[config.mk]
export PLATFORM = sky130hd
export DESIGN_NAME = display_scanner_flat
export DESIGN_NICKNAME = d
export VERILOG_FILES = /design/src/rtl/display_pkg.sv /design/src/rtl/display_scanner_if.sv /design/src/rtl/display_scanner_refresh_tick_gen.sv /design/src/rtl/display_scanner.sv /design/src/flat_wrapper.sv
export SDC_FILE = /design/constraint.sdc
export NUM_CORES = 1
export LEC_CHECK = 0
export CORE_ASPECT_RATIO = 0.7
export CORE_UTILIZATION = 45
export CTS_BUF_LIST = sky130_fd_sc_hd__clkbuf_4
export DETAILED_ROUTE_END_ITERATION = 7
export GPL_TIMING_DRIVEN = 0
export PLACE_DENSITY = 0.67
export SYNTH_ARGS = -nofsm -noshare
export SYNTH_HDL_FRONTEND = slang
export SYNTH_SLANG_ARGS = --single-unit
export TNS_END_PERCENT = 30
[constraint.sdc]
create_clock -name clk -period 4.8 [get_ports clk]
set_input_delay 1.2 -clock clk [delete_from_list [all_inputs] [get_ports clk]]
set_output_delay 1.2 -clock clk [all_outputs]
set_load 0.1 [all_outputs]
[src/rtl/display_pkg.sv]
// Shared types and digit-walking helpers for the seven-segment scan controller.
package display_pkg;

  localparam int unsigned NUM_DIGITS = 8;
  localparam int unsigned NIBBLE_W   = 4;
  localparam int unsigned VALUE_W    = NUM_DIGITS * NIBBLE_W;

  typedef logic [2:0]            digit_idx_t;
  typedef logic [NIBBLE_W-1:0]   nibble_t;
  typedef logic [NUM_DIGITS-1:0] digit_mask_t;

  typedef struct packed {
    logic [VALUE_W-1:0] value;
    digit_mask_t        dp_mask;
    digit_mask_t        en_mask;
  } disp_data_t;

  localparam disp_data_t DISP_RESET = '{value: '0, dp_mask: '0, en_mask: 8'hFF};

  function automatic digit_idx_t rev3(input digit_idx_t x);
    return {x[0], x[1], x[2]};
  endfunction

  function automatic nibble_t rev4(input nibble_t x);
    return {x[0], x[1], x[2], x[3]};
  endfunction

  // Lowest enabled digit strictly above idx; returns idx when none exists.
  function automatic digit_idx_t next_enabled(input digit_mask_t mask, input digit_idx_t idx);
    digit_idx_t res;
    res = idx;
    for (int i = int'(NUM_DIGITS) - 1; i >= 0; i--) begin
      if (i > int'(idx) && mask[i]) res = 3'(i);
    end
    return res;
  endfunction

  function automatic digit_idx_t first_enabled(input digit_mask_t mask);
    digit_idx_t res;
    res = '0;
    for (int i = int'(NUM_DIGITS) - 1; i >= 0; i--) begin
      if (mask[i]) res = 3'(i);
    end
    return res;
  endfunction

  function automatic digit_idx_t last_enabled(input digit_mask_t mask);
    digit_idx_t res;
    res = '0;
    for (int i = 0; i < int'(NUM_DIGITS); i++) begin
      if (mask[i]) res = 3'(i);
    end
    return res;
  endfunction

endpackage

[src/rtl/display_scanner_if.sv]
// Host-side data/strobe inputs and decoder-side outputs of the scan controller.
interface display_scanner_if;
  import display_pkg::*;

  logic               load;
  logic [VALUE_W-1:0] value;
  digit_mask_t        dp_mask;
  digit_mask_t        en_mask;
  nibble_t            num;
  digit_idx_t         sel;
  logic               dp;
  logic               blank;
  logic               pending;
  logic               frame_start;

  modport master (
    output load, value, dp_mask, en_mask,
    input  num, sel, dp, blank, pending, frame_start
  );

  modport slave (
    input  load, value, dp_mask, en_mask,
    output num, sel, dp, blank, pending, frame_start
  );
endinterface

[src/rtl/display_scanner_refresh_tick_gen.sv]
// Free-running dwell counter; tick_c is high in the last cycle of each dwell.
module refresh_tick_gen #(
  parameter int unsigned REFRESH_DIV = 100000
) (
  input  logic clk,
  input  logic rst,
  output logic tick_c
);

  localparam int unsigned CNT_W = (REFRESH_DIV > 1) ? $clog2(REFRESH_DIV) : 1;
  localparam logic [CNT_W-1:0] LAST = CNT_W'(REFRESH_DIV - 1);

  logic [CNT_W-1:0] count;

  always_ff @(posedge clk) begin
    if (rst)                count <= '0;
    else if (count == LAST) count <= '0;
    else                    count <= count + CNT_W'(1);
  end

  assign tick_c = (count == LAST);

endmodule

[src/rtl/display_scanner.sv]
// Seven-segment scan controller: walks enabled digits, swaps in shadow data only at frame boundaries.
module display_scanner
  import display_pkg::*;
#(
  parameter int unsigned REFRESH_DIV = 100000
) (
  input  logic              clk,
  input  logic              rst,
  display_scanner_if.slave  bus
);

  disp_data_t active;
  disp_data_t shadow;
  disp_data_t next_active_c;
  digit_idx_t index;
  logic       pending;
  logic       frame_start;
  logic       tick_c;
  logic       boundary_c;

  nibble_t    nib_c;
  nibble_t    num_c;
  digit_idx_t sel_c;
  logic       dp_c;
  logic       blank_c;

  refresh_tick_gen #(.REFRESH_DIV(REFRESH_DIV)) u_tick (
    .clk    (clk),
    .rst    (rst),
    .tick_c (tick_c)
  );

  // An empty mask has no last digit, so every tick closes a frame.
  assign boundary_c    = tick_c && ((active.en_mask == '0) ||
                                    (index == last_enabled(active.en_mask)));
  assign next_active_c = pending ? shadow : active;

  always_ff @(posedge clk) begin
    if (rst) begin
      active      <= DISP_RESET;
      shadow      <= '0;
      index       <= '0;
      pending     <= 1'b0;
      frame_start <= 1'b0;
    end else begin
      frame_start <= boundary_c;
      if (boundary_c) begin
        active <= next_active_c;
        index  <= first_enabled(next_active_c.en_mask);
      end else if (tick_c) begin
        index  <= next_enabled(active.en_mask, index);
      end
      // A coincident load lands in the shadow after the old shadow was applied.
      if (bus.load) shadow <= '{value: bus.value, dp_mask: bus.dp_mask, en_mask: bus.en_mask};
      pending <= bus.load | (pending & ~boundary_c);
    end
  end

  // Decoder feed, bit-reversed to match the decoder's pin order.
  always_comb begin
    nib_c   = active.value[{index, 2'b00} +: NIBBLE_W];
    num_c   = '0;
    sel_c   = '0;
    dp_c    = 1'b1;
    blank_c = 1'b1;
    if (active.en_mask != '0) begin
      blank_c = 1'b0;
      num_c   = rev4(nib_c);
      sel_c   = rev3(index);
      dp_c    = ~active.dp_mask[index];
    end
  end

  assign bus.num         = num_c;
  assign bus.sel         = sel_c;
  assign bus.dp          = dp_c;
  assign bus.blank       = blank_c;
  assign bus.pending     = pending;
  assign bus.frame_start = frame_start;

endmodule

[src/flat_wrapper.sv]
// flat-port wrapper written by rule: the top's interface ports become plain ports
module display_scanner_flat import display_pkg::*;
#(
  parameter int unsigned REFRESH_DIV = 100000
)
  (clk, rst, bus_load, bus_value, bus_dp_mask, bus_en_mask, bus_num, bus_sel, bus_dp, bus_blank, bus_pending, bus_frame_start);
  display_scanner_if bus_i ();
  input  logic clk;
  input  logic rst;
  input wire logic [$bits(bus_i.load)-1:0] bus_load;
  input wire logic [$bits(bus_i.value)-1:0] bus_value;
  input wire logic [$bits(bus_i.dp_mask)-1:0] bus_dp_mask;
  input wire logic [$bits(bus_i.en_mask)-1:0] bus_en_mask;
  output wire logic [$bits(bus_i.num)-1:0] bus_num;
  output wire logic [$bits(bus_i.sel)-1:0] bus_sel;
  output wire logic [$bits(bus_i.dp)-1:0] bus_dp;
  output wire logic [$bits(bus_i.blank)-1:0] bus_blank;
  output wire logic [$bits(bus_i.pending)-1:0] bus_pending;
  output wire logic [$bits(bus_i.frame_start)-1:0] bus_frame_start;
  assign bus_i.load = bus_load;
  assign bus_i.value = bus_value;
  assign bus_i.dp_mask = bus_dp_mask;
  assign bus_i.en_mask = bus_en_mask;
  assign bus_num = bus_i.num;
  assign bus_sel = bus_i.sel;
  assign bus_dp = bus_i.dp;
  assign bus_blank = bus_i.blank;
  assign bus_pending = bus_i.pending;
  assign bus_frame_start = bus_i.frame_start;
  display_scanner #(.REFRESH_DIV(REFRESH_DIV)) u_core (.clk(clk), .rst(rst), .bus(bus_i));
endmodule
==> flow_summary.yaml <==
yosys:
  synth.distinct_cells: 54
  synthArstFlopShare_pct: 0
  yosys-top-cells-area: "dfxtp_1, mux2i_1, nor2_1"
  synth_ff_type: "dfxtp_1"
  ys_seq_area_share_pct: 45.6
  synth_area_um2: 5180
  syn_inst: 521
  synth_edf_count: 0
  synth_seq_cells: 118
  synth_nets: 573
  ys_warn_count: 0
  synth_top_area_share_pct: 45.6
  postSynthAreaPerCell_um2: 9.95
  yosysTopAreaCell: "dfxtp_1"
clock_network:
  cts_tree: "yes"
  cts_sinks: 118
  clk_latency_ps: 510
  ctsHtreeMaxLevel: 4
  root_buffer: "clkbuf_4"
  cts_setup_buffers: 0
  cts_buffers: 17
  clkTransAtPathRegs_ps: 100
  max-clock-path-buffers: 2
placement:
  place_area_um2: 5980
  gp_congestion: 0.854
  dp_slack_ps: 501
  post-dp-hpwl_um: 8370
  numPortBuffers: 60
timing:
  tns_ps: 0
  worstMarginPinSlew_ps: 971
  finClkSkew_ps: 23.6
  final_max_slew_viol_count: 0
  fin_crit_ps: 4590
  setup_viol_count_final: 0
  hold_violations: 0
  setup_slack_ps: 212
  fin_crit_sh_pct: 95.6
  relSlewSlack_pct: 35.1
  fmax_mhz: 218
  fin_worst_hold_slack_ps: 482
  rsz0062_at_grt: "false"
critical_path:
  end_kind: "output port"
  crit_slowest_cell: "clkdlybuf4s50_1"
  cp-start-kind: "flip-flop"
  max_stage_delay_ps: 1120
  regToRegStartpoint: "u_core.active[3]"
  path_cells: "buf_2 > mux4_2 > mux2i_1 > or2_2 > clkdlybuf4s50_1"
  worstSetupPathType: "flip-flop to output port"
  r2r.worst_path.cells: 9
  crit_path_max_fanout: 10
  cp.required_ps: 3600
  reg2reg_to: "u_core.active[30]"
  r2r_slack_ps: 2520
  critPathArrivalTime_ps: 3390
global_route:
  grt_pass1_wl_um: 19000
  grt-ovfl-total: 0
  grt_max_degree: 17
  antenna_found_initial: 0
  grt_pass1_vias: 3740
  track_usage_pct: 20.7
pwr:
  power_density_nw_per_um2: 286
  p_leak_nw: 2.73
  totalPowerFinal_mw: 1.77
  ir_drop_uv: 173
routing:
  final_antenna_net_count: 0
  routed_via_density: 5.06
  num_vias: 3875
  drt_iter0_drc: 171
  drcViolationCount: 0
  routed_wl_um: 11300
  dr.pass1.iters: 5
  wire_per_inst_um: 14.7
floorplanning:
  die_height_um: 91.8
  start_util_pct: 46.6
  pin_count: 62
  dieArea_um2: 12000
  die_width_um: 130
  num_rows: 32
  design.core.area_um2: 11100
finish:
  final_area_um2: 6210
  n_antenna_cell: 0
  layout.nets: 652
  area_growth_pct: 19.8
  layout.cells.most_common: "nor2_1"
  drive_gt1_share_pct: 11.4
  mostFrequentLayoutCells: "nor2_1, dfxtp_1, mux2i_1"
hold_path:
  min_to: "u_core.u_tick.count[0]"
  hold_start: "u_core.u_tick.count[0]"
  hold_path.class: "flip-flop to flip-flop"
  whs_path_depth: 1
run_status:
  status: "completed"
job:
  max_cap_violations: 0
==> final cells by class <==
| class | count | area (um^2) |
|---|---|---|
| sequential | 118 | 2360 |
| buffer | 35 | 233 |
| tap | 153 | 191 |
| multi-input combinational | 354 | 2540 |
| inverter | 14 | 52.6 |
| clock buffer | 20 | 150 |
| fill | 1023 | 4920 |
| clock inverter | 12 | 87.6 |
| timing repair buffer | 60 | 596 |
==> flip-flops by register name, indices dropped and copies added, names as in the netlist <==
register,cells
u_core.index,3
u_core.u_tick.count,17
u_core.bus.frame_start,1
u_core.active,48
u_core.bus.pending,1
u_core.shadow,48
==> worst max-delay path, delay by kind of cell (launching register included) <==
kind,cells,cell delay [ps]
mux,2,710
buf+inv,2,1530
flops,1,500
simple gates,1,130
==> worst max path at each step <==
stage,start,to,depth (start not counted)
final,u_core.index[0],bus_dp,5
after global routing,u_core.index[0],bus_dp,5
after CTS,u_core.index[0],bus_dp,5
after detailed placement,u_core.index[1],bus_num[1],6
after global placement,u_core.index[1],bus_num[1],6
after floorplan,u_core.index[1],bus_num[0],5
==> metal layers <==
metal  GRT usage, %  wire [um]  part of all wire, %
met1           29.3       5700                   50
met2           30.9       5030                   45
met3           5.83        506                  4.5
met4           5.23         57                 0.50
met5              0          0                    0
==> Yosys cell counts (3+ instances only) <==
cell type	instances
nand2_1	10
a211oi_1	3
mux2i_1	93
nor2b_1	4
a21oi_1	11
buf_1	9
nand2b_1	4
xor2_1	9
buf_2	5
nand4_1	4
xnor2_1	6
buf_4	5
inv_1	12
mux4_2	10
nor2_1	137
or2_2	3
dfxtp_1	118
o21ai_0	7
nand3_1	9
and3_1	3
buf_12	4
a211o_1	8
clkbuf_1	11
==> report_power, final <==
group          internal [mW]  switching (mW)  leakage, nW
clock network          0.263           0.355        0.128
logic                 0.0718          0.0616         1.64
registers               1.01          0.0181        0.961
total                   1.34           0.435         2.73
==> logic make-up (layout without fill, tap and decap cells) <==
logic type,Yosys count,in the layout,share of synthesized area (%)
simple gates,187,187,16.7
buf+inv,49,141,5.50
mux,105,105,22.7
fa+ha+maj,1,1,0.241
xor+xnor,15,15,2.53
flops,118,118,45.6
compound gates,46,46,6.76
==> per-stage QoR <==
step	std cells	util, %
2_1_floorplan	521	-
3_3_place_gp	734	53.7
3_5_place_dp	734	53.7
4_1_cts	766	55.8
5_1_grt	766	55.8
6_report	766	55.8
==> timing repair <==
item                                    CTS  global route
resized for setup                         4             0
hold buffers                              0             0
endpoints found under the setup margin    4             0
Power figures use the tool's default switching activity.
==> RTL edit, RTL diff (same settings) <==
Make the reset (`rst`) asynchronous in 2 clocked blocks.
--- a/src/rtl/display_scanner_refresh_tick_gen.sv
+++ b/src/rtl/display_scanner_refresh_tick_gen.sv
@@ -14,3 +14,3 @@
 
-  always_ff @(posedge clk) begin
+  always_ff @(posedge clk or posedge rst) begin
     if (rst)                count <= '0;
--- a/src/rtl/display_scanner.sv
+++ b/src/rtl/display_scanner.sv
@@ -37,3 +37,3 @@
 
-  always_ff @(posedge clk) begin
+  always_ff @(posedge clk or posedge rst) begin
     if (rst) begin
Formal check against the unedited RTL: differs if rst is asserted again (counterexample within 4 cycles, from zero or initial values and one cycle with rst high); with rst held inactive, the same outputs for 10 cycles.
==> RTL edit against the original RTL <==
- first-iteration DRC count increased by 33%
- sequential share of layout area rose by 7.5 points
- non-clock buffer count fell by 14
- final cell count fell by 15%
- die area grew 2.7%
- synthesized area up 2.8%
- wire length shrank 7.2%
- cell area rose by 4.9%
- total power up 15%
- global-route usage is 1.9 points lower
- sequential cell count is the same
- register-to-register slack worse by 0.49 ns
- combinational power decreased by 3%
- setup slack better by 0.13 ns
- largest power group unchanged
==> RTL edit: results (changes against the original RTL) <==
status = finished clean (unchanged)
worst path arrival time = 3.26 ns (was 3.39 ns)
Worst Hold Launch = u_core.u_tick.count[0] (unchanged)
ys flop type = dfrtp_1 (was dfxtp_1)
Hold Path End = u_core.u_tick.count[0] (unchanged)
post-synth net total = 454 (was 573)
first-pass GRT wire length = 17500 um (was 19000 um)
Mapped Cells = 402 (was 521)
Synth area leaders = dfrtp_1, mux2_2, mux2_4, mux4_2, dfstp_2 (was dfxtp_1, mux2i_1, nor2_1, mux4_2, buf_12)
leakage = 2.89 nW (was 2.73 nW)
gr usage total = 18.8% (was 20.7%)
largest net degree at the start of global routing = 64 (was 17)
maximum VDD drop = 169 uV (was 173 uV)
Critical R2R Capture = u_core.active[14] (was u_core.active[30])
GP Congestion = 0.864 (was 0.854)
Pre-Repair DR Iteration Count = 4 (was 5)
final clock skew = 0.0192 ns (was 0.0236 ns)
initial DRC count = 228 (was 171)
fraction of synthesis flops using an asynchronous set or reset pin = 100% (was 0%)
post-synthesis sequential area ratio = 55.6% (was 45.6%)
via count = 3433 (was 3875)
HPWL after DPL = 7640 um (was 8370 um)
number of nets in the layout = 534 (was 652)
area fraction in compound gates after synthesis = 5.89% (was 6.76%)
period utilization = 93.0% (was 95.6%)
Synth top cells by count = dfrtp_1, mux2_2, nand2_1, nor2_1, mux2_4 (was nor2_1, dfxtp_1, mux2i_1, inv_1)
==> RTL edit: worst max path at each step <==
stage                    start           endpoint  slack (ns)  cells after the start
6_report       u_core.index[0]         bus_num[3]        0.34                      6
5_1_grt        u_core.index[0]         bus_num[3]        0.08                      6
4_1_cts        u_core.index[0]         bus_num[3]       -0.05                      6
3_5_place_dp   u_core.index[0]         bus_num[0]        0.20                      6
3_3_place_gp               rst   u_core.shadow[3]       -1.09                      2
2_1_floorplan              rst  u_core.active[10]        0.48                      1
==> RTL edit: power breakdown <==
part	internal [mW]	switching, mW	total [mW]
registers	1.03	0.0260	1.06
logic	0.0791	0.0501	0.129
clock network	0.470	0.381	0.851
==> RTL edit: area by class of cell <==
class,count,area [um^2],share of cell area [%]
Sequential cell,118,2960,45.5
Timing Repair Buffer,61,629,9.67
Buffer,20,104,1.59
Clock inverter,15,225,3.46
Multi-Input combinational cell,255,2230,34.3
Inverter,9,36.3,0.557
Clock buffer,17,128,1.96
Tap cell,153,191,2.94
==> RTL edit: per-layer routing <==
layer | wire length, um | vias up | track usage [%]
met3 | 449 | 12 | 4.66
met5 | 0 | - | 0
li1 | - | 1608 | -
met2 | 4830 | 85 | 28.7
met4 | 91 | 0 | 6.01
met1 | 5120 | 1728 | 26.4
==> RTL edit: what timing repair did <==
item / 4_1_cts / 5_1_grt
gates resized for setup: 6 / 4
setup endpoints to repair: 4 / 5
cloned: 0 / 0
==> RTL edit: cell families (layout without fill, tap and decap cells) <==
logic type	after synthesis	count (layout)
flops	118	118
simple gates	87	87
compound gates	48	48
fa+ha+maj	1	1
buf+inv	29	122
mux	105	105
xor+xnor	14	14
==> RTL edit: through the flow <==
stage	total power [mW]	setup slack [ns]	hold WS (ns)	area, um^2	utilization (%)
2_1_floorplan	1.14	0.484	0.433	5330	-
6_report	2.04	0.337	0.468	6510	57.9
3_5_place_dp	1.21	0.202	0.457	6160	54.7
5_1_grt	2.13	0.0782	0.502	6510	57.9
3_3_place_gp	1.20	-1.09	0.447	6130	54.4
4_1_cts	2.07	-0.0469	0.471	6510	57.8
==> RTL edit: critical path, stage by stage (launching register included) <==
cell             delay, ns
dfrtp_1               0.38
clkbuf_1              0.42
clkbuf_2              0.45
mux4_2                0.57
nand2_1               0.09
a21oi_1               0.10
clkdlybuf4s15_1       0.76
